`config.mk`:
```
export PLATFORM = sky130hd
export DESIGN_NAME = rca_result_collector
export DESIGN_NICKNAME = d
export VERILOG_FILES = /design/src/rtl/rca_result_collector.sv
export SDC_FILE = /design/constraint.sdc
export NUM_CORES = 1
export LEC_CHECK = 0
export ABC_AREA = 1
export CAP_MARGIN = 20
export CORE_UTILIZATION = 55
export CTS_CLUSTER_DIAMETER = 120
export CTS_CLUSTER_SIZE = 16
export DETAILED_ROUTE_END_ITERATION = 8
export HOLD_SLACK_MARGIN = 0.02
export PLACE_DENSITY = 0.9
export SLEW_MARGIN = 20
export SYNTH_ARGS = -nofsm -noshare
export SYNTH_HDL_FRONTEND = slang
export SYNTH_SLANG_ARGS = --single-unit
```
`constraint.sdc`:
```
create_clock -name clk -period 5.8 [get_ports clk]
set_clock_uncertainty 0.15 [all_clocks]
set_input_delay 1.16 -clock clk [delete_from_list [all_inputs] [get_ports clk]]
set_output_delay 1.16 -clock clk [all_outputs]
set_load 0.005 [all_outputs]
```
`src/rtl/rca_result_collector.sv`:
```
// rca_result_collector
//   Return path for the reconfigurable custom accelerators. Each cycle a
//   round-robin arbiter accepts at most one result from the NUM_RCAS result
//   ports. Accepted results go into an in-order FIFO. The FIFO head is
//   presented to writeback as a done/ack/rd/id unit interface.
//
// Ports
//   clk, rst     core clock, synchronous active-high reset
//   rca_valid    per-RCA result valid
//   rca_ready    per-RCA grant (one-hot or zero), combinational
//   rca_result   packed results, slice i = RCA i
//   rca_id       packed instruction ids, slice i = RCA i
//   wb_done      head entry available
//   wb_rd/wb_id  head data/id, zero when empty
//   wb_ack       writeback consumes head (ignored when wb_done = 0)
//   occupancy    number of queued entries
module rca_result_collector #(
  parameter int NUM_RCAS   = 3,
  parameter int XLEN       = 32,
  parameter int ID_W       = 3,
  parameter int FIFO_DEPTH = 4
) (
  input  logic                     clk,
  input  logic                     rst,
  input  logic [NUM_RCAS-1:0]      rca_valid,
  output logic [NUM_RCAS-1:0]      rca_ready,
  input  logic [NUM_RCAS*XLEN-1:0] rca_result,
  input  logic [NUM_RCAS*ID_W-1:0] rca_id,
  output logic                     wb_done,
  output logic [XLEN-1:0]          wb_rd,
  output logic [ID_W-1:0]          wb_id,
  input  logic                     wb_ack,
  output logic [$clog2(FIFO_DEPTH):0] occupancy
);

  localparam int PW  = $clog2(FIFO_DEPTH);
  localparam int CW  = PW + 1;
  localparam int RRW = (NUM_RCAS > 1) ? $clog2(NUM_RCAS) : 1;

  logic [CW-1:0]   count_q, count_d;
  logic [PW-1:0]   wr_q, wr_d, rd_q, rd_d;
  logic [RRW-1:0]  rr_q, rr_d;

  logic [XLEN-1:0] data_q [FIFO_DEPTH];
  logic [ID_W-1:0] idq_q  [FIFO_DEPTH];

  logic                  found;
  logic [RRW-1:0]        gnt_idx;
  logic                  can_push, push, pop;
  logic [XLEN-1:0]       wdata;
  logic [ID_W-1:0]       wid;

  // Rotate valids so bit 0 is the RR pointer position, take the lowest set
  // bit, then map the offset back to an absolute RCA index.
  logic [2*NUM_RCAS-1:0] vv;
  logic [NUM_RCAS-1:0]   rot;
  logic [RRW-1:0]        off;
  logic [RRW:0]          sum;

  always_comb begin
    vv    = {rca_valid, rca_valid};
    rot   = NUM_RCAS'(vv >> rr_q);
    found = 1'b0;
    off   = '0;
    for (int k = NUM_RCAS - 1; k >= 0; k--) begin
      if (rot[k]) begin
        found = 1'b1;
        off   = RRW'(k);
      end
    end
    sum = {1'b0, rr_q} + {1'b0, off};
    if (sum >= (RRW+1)'(NUM_RCAS)) sum = sum - (RRW+1)'(NUM_RCAS);
    gnt_idx = sum[RRW-1:0];
  end

  assign wb_done  = (count_q != '0);
  assign pop      = wb_done & wb_ack;
  // A full FIFO that pops this cycle still has room for the new entry.
  assign can_push = (count_q < CW'(FIFO_DEPTH)) | pop;
  assign push     = found & can_push & ~rst;

  always_comb begin
    rca_ready = '0;
    if (push) rca_ready = NUM_RCAS'(1) << gnt_idx;
  end

  always_comb begin
    wdata = '0;
    wid   = '0;
    for (int k = 0; k < NUM_RCAS; k++) begin
      if (gnt_idx == RRW'(k)) begin
        wdata = rca_result[k*XLEN +: XLEN];
        wid   = rca_id[k*ID_W +: ID_W];
      end
    end
  end

  always_comb begin
    wr_d    = wr_q;
    rd_d    = rd_q;
    rr_d    = rr_q;
    count_d = count_q;
    if (push) begin
      wr_d = wr_q + 1'b1;
      rr_d = (gnt_idx == RRW'(NUM_RCAS - 1)) ? '0 : gnt_idx + 1'b1;
    end
    if (pop) rd_d = rd_q + 1'b1;
    case ({push, pop})
      2'b10:   count_d = count_q + 1'b1;
      2'b01:   count_d = count_q - 1'b1;
      default: count_d = count_q;
    endcase
  end

  always_ff @(posedge clk) begin
    if (rst) begin
      count_q <= '0;
      wr_q    <= '0;
      rd_q    <= '0;
      rr_q    <= '0;
    end else begin
      count_q <= count_d;
      wr_q    <= wr_d;
      rd_q    <= rd_d;
      rr_q    <= rr_d;
    end
  end

  // Storage needs no reset: the outputs are masked whenever count is zero.
  always_ff @(posedge clk) begin
    if (push) begin
      data_q[wr_q] <= wdata;
      idq_q[wr_q]  <= wid;
    end
  end

  assign wb_rd     = wb_done ? data_q[rd_q] : '0;
  assign wb_id     = wb_done ? idq_q[rd_q]  : '0;
  assign occupancy = count_q;

endmodule

```
## After elaboration in Yosys (flattened, before gate mapping)

Memory sizes are Yosys's and may differ from the RTL's. A register that Yosys moved wholly into a read port is not among the register bits.
Index checks and enable logic that the tools add are counted.

- Register bits after elaboration: 9
- RAM bits: 140
- Input bits: 111
- Logic and storage cells: 53
- Memories kept: 2

Memories:

| memory | words | bits a word | read ports | clocked after Yosys merged registers in | write ports | line | source |
|---|---|---|---|---|---|---|---|
| data_q | 4 | 32 | 1 | 1 | 1 | 44 | `logic [XLEN-1:0] data_q [FIFO_DEPTH];` |
| idq_q | 4 | 3 | 1 | 1 | 1 | 45 | `logic [ID_W-1:0] idq_q [FIFO_DEPTH];` |

- $add $sub $neg: 7
- Magnitude comparators: 2
- Equality and inequality tests: 4
- Shifts and indexed selects: 2
- Mux-type cells: 24
- Bitwise logic cells: 5
- Reduce and logical (&&, ||, !) cells: 3

Operators with widths:

| operator | count |
|---|---|
| 32-bit two-way mux | 4 |
| 2-bit two-way mux | 9 |
| 3-bit two-way mux | 5 |
| 2-bit by 1-bit adder with 2-bit output (second input constant) | 3 |
| 3-bit one-hot mux with 2 select lines | 1 |
| 6-bit by 2-bit >> shifter with 3-bit output | 1 |
| 1-bit two-way mux | 5 |
| 2-bit by 1-bit == test with 1-bit output (second input constant) | 2 |
| 2-bit == test (second input constant) | 2 |
| 2-bit by 2-bit adder with 3-bit output | 1 |
| 3-bit by 1-bit adder with 3-bit output (second input constant) | 1 |
| 1-bit AND | 3 |
| 3-bit by 2-bit >= comparator with 1-bit output (second input constant) | 1 |
| 3-bit less-than comparator (second input constant) | 1 |
| 3-bit nonzero test | 1 |
| 1-bit by 2-bit left shift with 3-bit output (first input constant) | 1 |
| 3-bit by 1-bit subtractor with 3-bit output (second input constant) | 1 |
| 2-bit zero test | 1 |
| 2-bit nonzero test | 1 |
| 2-bit subtractor (second input constant) | 1 |
| 1-bit NOT | 1 |
| 1-bit bitwise OR | 1 |

## Depth between registers and ports, before layout

- Word-level depth: 11
- Gate-level depth with buffers: 19
- Gate-level depth less buffers: 18

## Least setup slack after synthesis

No wires, ideal clock.

- Path type: input port to output port
- Start: input port rca_valid[0]
- End: output port rca_ready[2]
- Arrival: 3.305 ns
- Data required time: 4.490 ns
- Slack: 1.185 ns
- Cell stages on the path: 18
- Buffers on the path: 2
- Path through: inv_1 nand2_1 o21ai_0 nand2_1 o21ai_0 nor2b_1 ha_1 inv_1 fa_1 inv_1 ha_1 inv_1 nand3_2 nand2_1 nand2_2 buf_6 buf_6 nor3_2

- Word-level cells in the longest chain between the ends: 9
- Elaborated cells between the ends (all ways): 15

RTL lines:

| element | line | source |
|---|---|---|
| start, declared | 25 | `input logic [NUM_RCAS-1:0] rca_valid,` |
| 6-bit by 2-bit >> shifter with 3-bit output * | 62 | `rot = NUM_RCAS'(vv >> rr_q);` |
| 2-bit two-way mux (3 in a row) | 66 | `if (rot[k]) begin` |
| 2-bit by 2-bit adder with 3-bit output | 71 | `sum = {1'b0, rr_q} + {1'b0, off};` |
| 3-bit by 2-bit >= comparator with 1-bit output or 2-bit subtractor (tied branches) | 72 | `if (sum >= (RRW+1)'(NUM_RCAS)) sum = sum - (RRW+1)'(NUM_RCAS);` |
| 2-bit two-way mux | 72 |  |
| 1-bit by 2-bit left shift with 3-bit output | 84 | `if (push) rca_ready = NUM_RCAS'(1) << gnt_idx;` |
| 3-bit two-way mux * | 84 |  |
| end, declared | 26 | `output logic [NUM_RCAS-1:0] rca_ready,` |

Mark *: on every way between the ends. The rest lies on a longest branch, timed or not.

## Worst setup path after layout

- Start: input port rca_valid[1]
- End: output port rca_ready[0]

The elaborated chain is that of the path after synthesis.

==> metrics.md <==
| Metric | Value |
|---|---|
| Via density | 5.71 |
| DRC Markers | 0 |
| Largest net degree at the start of global routing | 71 |
| Clk_lat worst skew | 420 ps |
| Worst hold path depth | 1 |
| Hold_ws | 343 ps |
| Reg2Reg Setup Slack | 1740 ps |
| Final WL | 17900 um |
| Core area | 12200 um2 |
| Buffers on Ports | 152 |
| Reg2Reg Depth | 16 |
| Routability cong. | 0.783 |
| CP Data Arrival Time | 4260 ps |
| EDFF count, synth | 140 |
| WP data required | 4490 ps |
| Syn_area_per_cell | 10.3 um2 |
| Max stage delay on crit path | 520 ps |
| Hpwl dp | 10700 um |
| Final worst path period share | 0.960 |
| Post-CTS Setup Inserts | 0 |
| Initial Util | 0.572 |
| Asr flop ratio synth | 0 |
| First-pass GRT wire length | 27300 um |
| Cts bufs inserted | 17 |
| # diodes | 0 |
| RSZ-0062 raised after global routing | false |
| Top delay family on crit path | buffers and inverters |
| Critical path buffer and inverter count | 7 |
| Pwr Density | 699 nW/um2 |
| Most frequent CP cell | inv_1 |
| Fmax | 180 MHz |
| Synth-to-Final Area Change | 32.3% |
| Die ar. | 13200 um2 |
| Clock buffer depth | 2 |
| All-layer global routing usage | 0.280 |
| Endpoints failing hold | 0 |
| CTS Sinks | 151 |
| CTS H-tree depth | 4 |
| Setup TNS | 0 ps |
| Synth Flop Type | edfxtp_1 |
| Mapped Cells | 681 |
| Gr ovfl total | 0 |
| Hold_buf cts | 0 |
| Post-synthesis register bit count | 151 |
| Max cap viols | 0 |
| CTS tree | built |
| Number of routed nets with antenna violations | 0 |
| Die height | 115 um |
| R2r startpoint | rr_q[0] |
| Routed len/inst | 17.9 um |
| Outcome | completed |
| Synth Area in Adders | 0.0183 |
| Drt first-iter violations | 429 |
| CP endpoint kind | output pin |
| Total power | 6.47 mW |
| Cell Rows | 40 |
| Largest family of logic cells by synthesized area | simple AND/OR/NAND/NOR gates |
| Final-layout fill cell count | 813 |
| Initial DRT Pass Iterations | 7 |
| Startpoint type of the worst setup path | primary input |
| Worst VDD drop | 543 uV |
| I/O pin cnt | 153 |
| Mapped Area | 6990 um2 |
| XOR/XNOR Fraction of Synth Area | 0.00125 |
| Initial antenna violation count | 0 |
| Min cycle time layout | 5570 ps |
| RR Endpoint | data_q[3][31] |
| Final nets | 941 |
| Mux share of post-synthesis cell area | 0.00143 |
| Library cells used by synthesis | 26 |
| Seq/Total Area, Yosys | 0.633 |
| Simple-Gate Fraction of Synth Area | 0.198 |
| Clock-pin transition on the worst setup and hold timing paths | 60 ps |
| Share of layout cells above drive strength 1 | 0.0732 |
| Slew @ Worst Pin | 951 ps |
| Final setup vio count | 0 |
| Vias | 5718 |
| Number of global-route vias before repair | 5653 |
| Cell Chain, Critical Path | clkdlybuf4s50_1 -> inv_1 -> o21ai_1 -> mux2i_1 -> nor2b_2 -> ha_1 -> inv_1 -> fa_1 -> inv_1 -> ha_1 -> inv_1 -> nand3_1 -> nand2_2 -> nand3_1 -> inv_1 -> clkdlybuf4s50_1 |
| Post-synthesis compound-gate area fraction | 0.0900 |
| Root Driver | clkbuf_16 |
| Syn nets | 801 |
| LEAKAGE | 3.36 nW |
| DIE WIDTH | 115 um |
| Hold Crit Class | flop to flop |
| Final Util | 0.757 |
| Final slew viol count | 0 |
| Slowest-stage cell, CP | fa_1 |
| Crit path max fanout | 6 |
| Rel. slew slack | 0.364 |
| CP Class | primary input to output pin |
| End of the worst hold path | rd_q[0] |
| Yosys warning total | 0 |
| Hold Crit Start | rd_q[0] |
==> cells by family (layout without fill, tap and decap cells) <==
logic type	Yosys count	after routing
AO/OA/AOI/OAI	125	125
XOR/XNOR	1	1
adder cells (fa/ha/maj)	9	9
buffers and inverters	73	225
flip-flops	151	151
multiplexers	1	1
AND/OR/NAND/NOR	321	321
==> synth_stat cells (4+ instances only) <==
| master | n | area [um2] |
|---|---|---|
| nand2_2 | 5 | 31.3 |
| dfxtp_1 | 11 | 220 |
| edfxtp_1 | 140 | 4200 |
| inv_1 | 24 | 90.1 |
| nand3_1 | 111 | 556 |
| o21ai_0 | 57 | 285 |
| ha_1 | 7 | 87.6 |
| nand2_1 | 52 | 195 |
| inv_2 | 4 | 15.0 |
| a21oi_1 | 43 | 215 |
| nor2_1 | 147 | 552 |
| clkbuf_1 | 13 | 48.8 |
| buf_2 | 15 | 75.1 |
| buf_6 | 15 | 169 |
| o21ai_1 | 24 | 120 |
==> worst max path at each step <==
stage,cells after the start,start,end
final,16,rca_valid[1],rca_ready[0]
after global routing,18,rca_valid[0],rca_ready[1]
after CTS,16,rca_valid[1],rca_ready[2]
after detailed placement,16,rca_valid[1],rca_ready[2]
after global placement,16,rca_valid[1],rca_ready[2]
after floorplan,18,rca_valid[0],rca_ready[2]
==> power by group <==
group / switching [mW] / internal, mW / leakage, nW / total [mW]
logic: 2.04 / 1.10 / 1.68 / 3.13
clock network: 0.417 / 0.717 / 0.291 / 1.13
registers: 0.114 / 2.08 / 1.38 / 2.20
==> metal layers <==
metal	vias to the layer above	GRT usage	routed length, um
met5	-	0	0
met4	0	0.133	434
met3	37	0.0648	1280
met2	263	0.513	9860
met1	2760	0.307	6370
li1	2658	-	-
==> worst register-to-register path, delay by kind of cell, from the launching register on <==
family / cells / cell delay, ps
AND/OR/NAND/NOR: 7 / 1600
adder cells (fa/ha/maj): 3 / 870
flip-flops: 1 / 470
buffers and inverters: 4 / 410
AO/OA/AOI/OAI: 2 / 390
==> sequential cells by signal, indices dropped and copies added (netlist names), named ones only <==
| signal | cells |
|---|---|
| wr_q | 2 |
| data_q | 128 |
| rr_q | 2 |
| idq_q | 12 |
| rd_q | 2 |
| occupancy | 3 |
==> through the flow <==
stage	worst slack, ps	std cells	cell area, um2
global route	8.45	1001	9250
finish	232	1001	9250
CTS	69.5	999	9180
floorplan	1190	681	6990
global placement	348	966	8520
detailed placement	76.5	968	8580
==> cell type report <==
cell class | count | area (um2) | share of cell area
Multi-Input combinational cell | 457 | 2190 | 0.237
Inverter | 30 | 114 | 0.0123
Tap cell | 168 | 210 | 0.0227
Timing Repair Buffer | 164 | 1690 | 0.183
Clock inverter | 12 | 175 | 0.0189
Sequential cell | 151 | 4430 | 0.479
Clock buffer | 19 | 433 | 0.0468
==> what timing repair did <==
item	CTS	global route
endpoints found under the hold margin	0	0
endpoints found under the setup margin	0	3
gates resized for setup	0	5
==> placed cells by master, fill, tap and decap left out, types with 7 or more instances in the layout <==
master	instances
buf_4	8
nor2_1	143
inv_1	24
clkdlybuf4s50_1	151
nand2_1	52
nand3_1	111
edfxtp_1	140
o21ai_1	27
dfxtp_1	9
clkbuf_16	17
a21oi_1	43
ha_1	7
o21ai_0	54
Note: power is estimated with default switching activity, not from simulation.
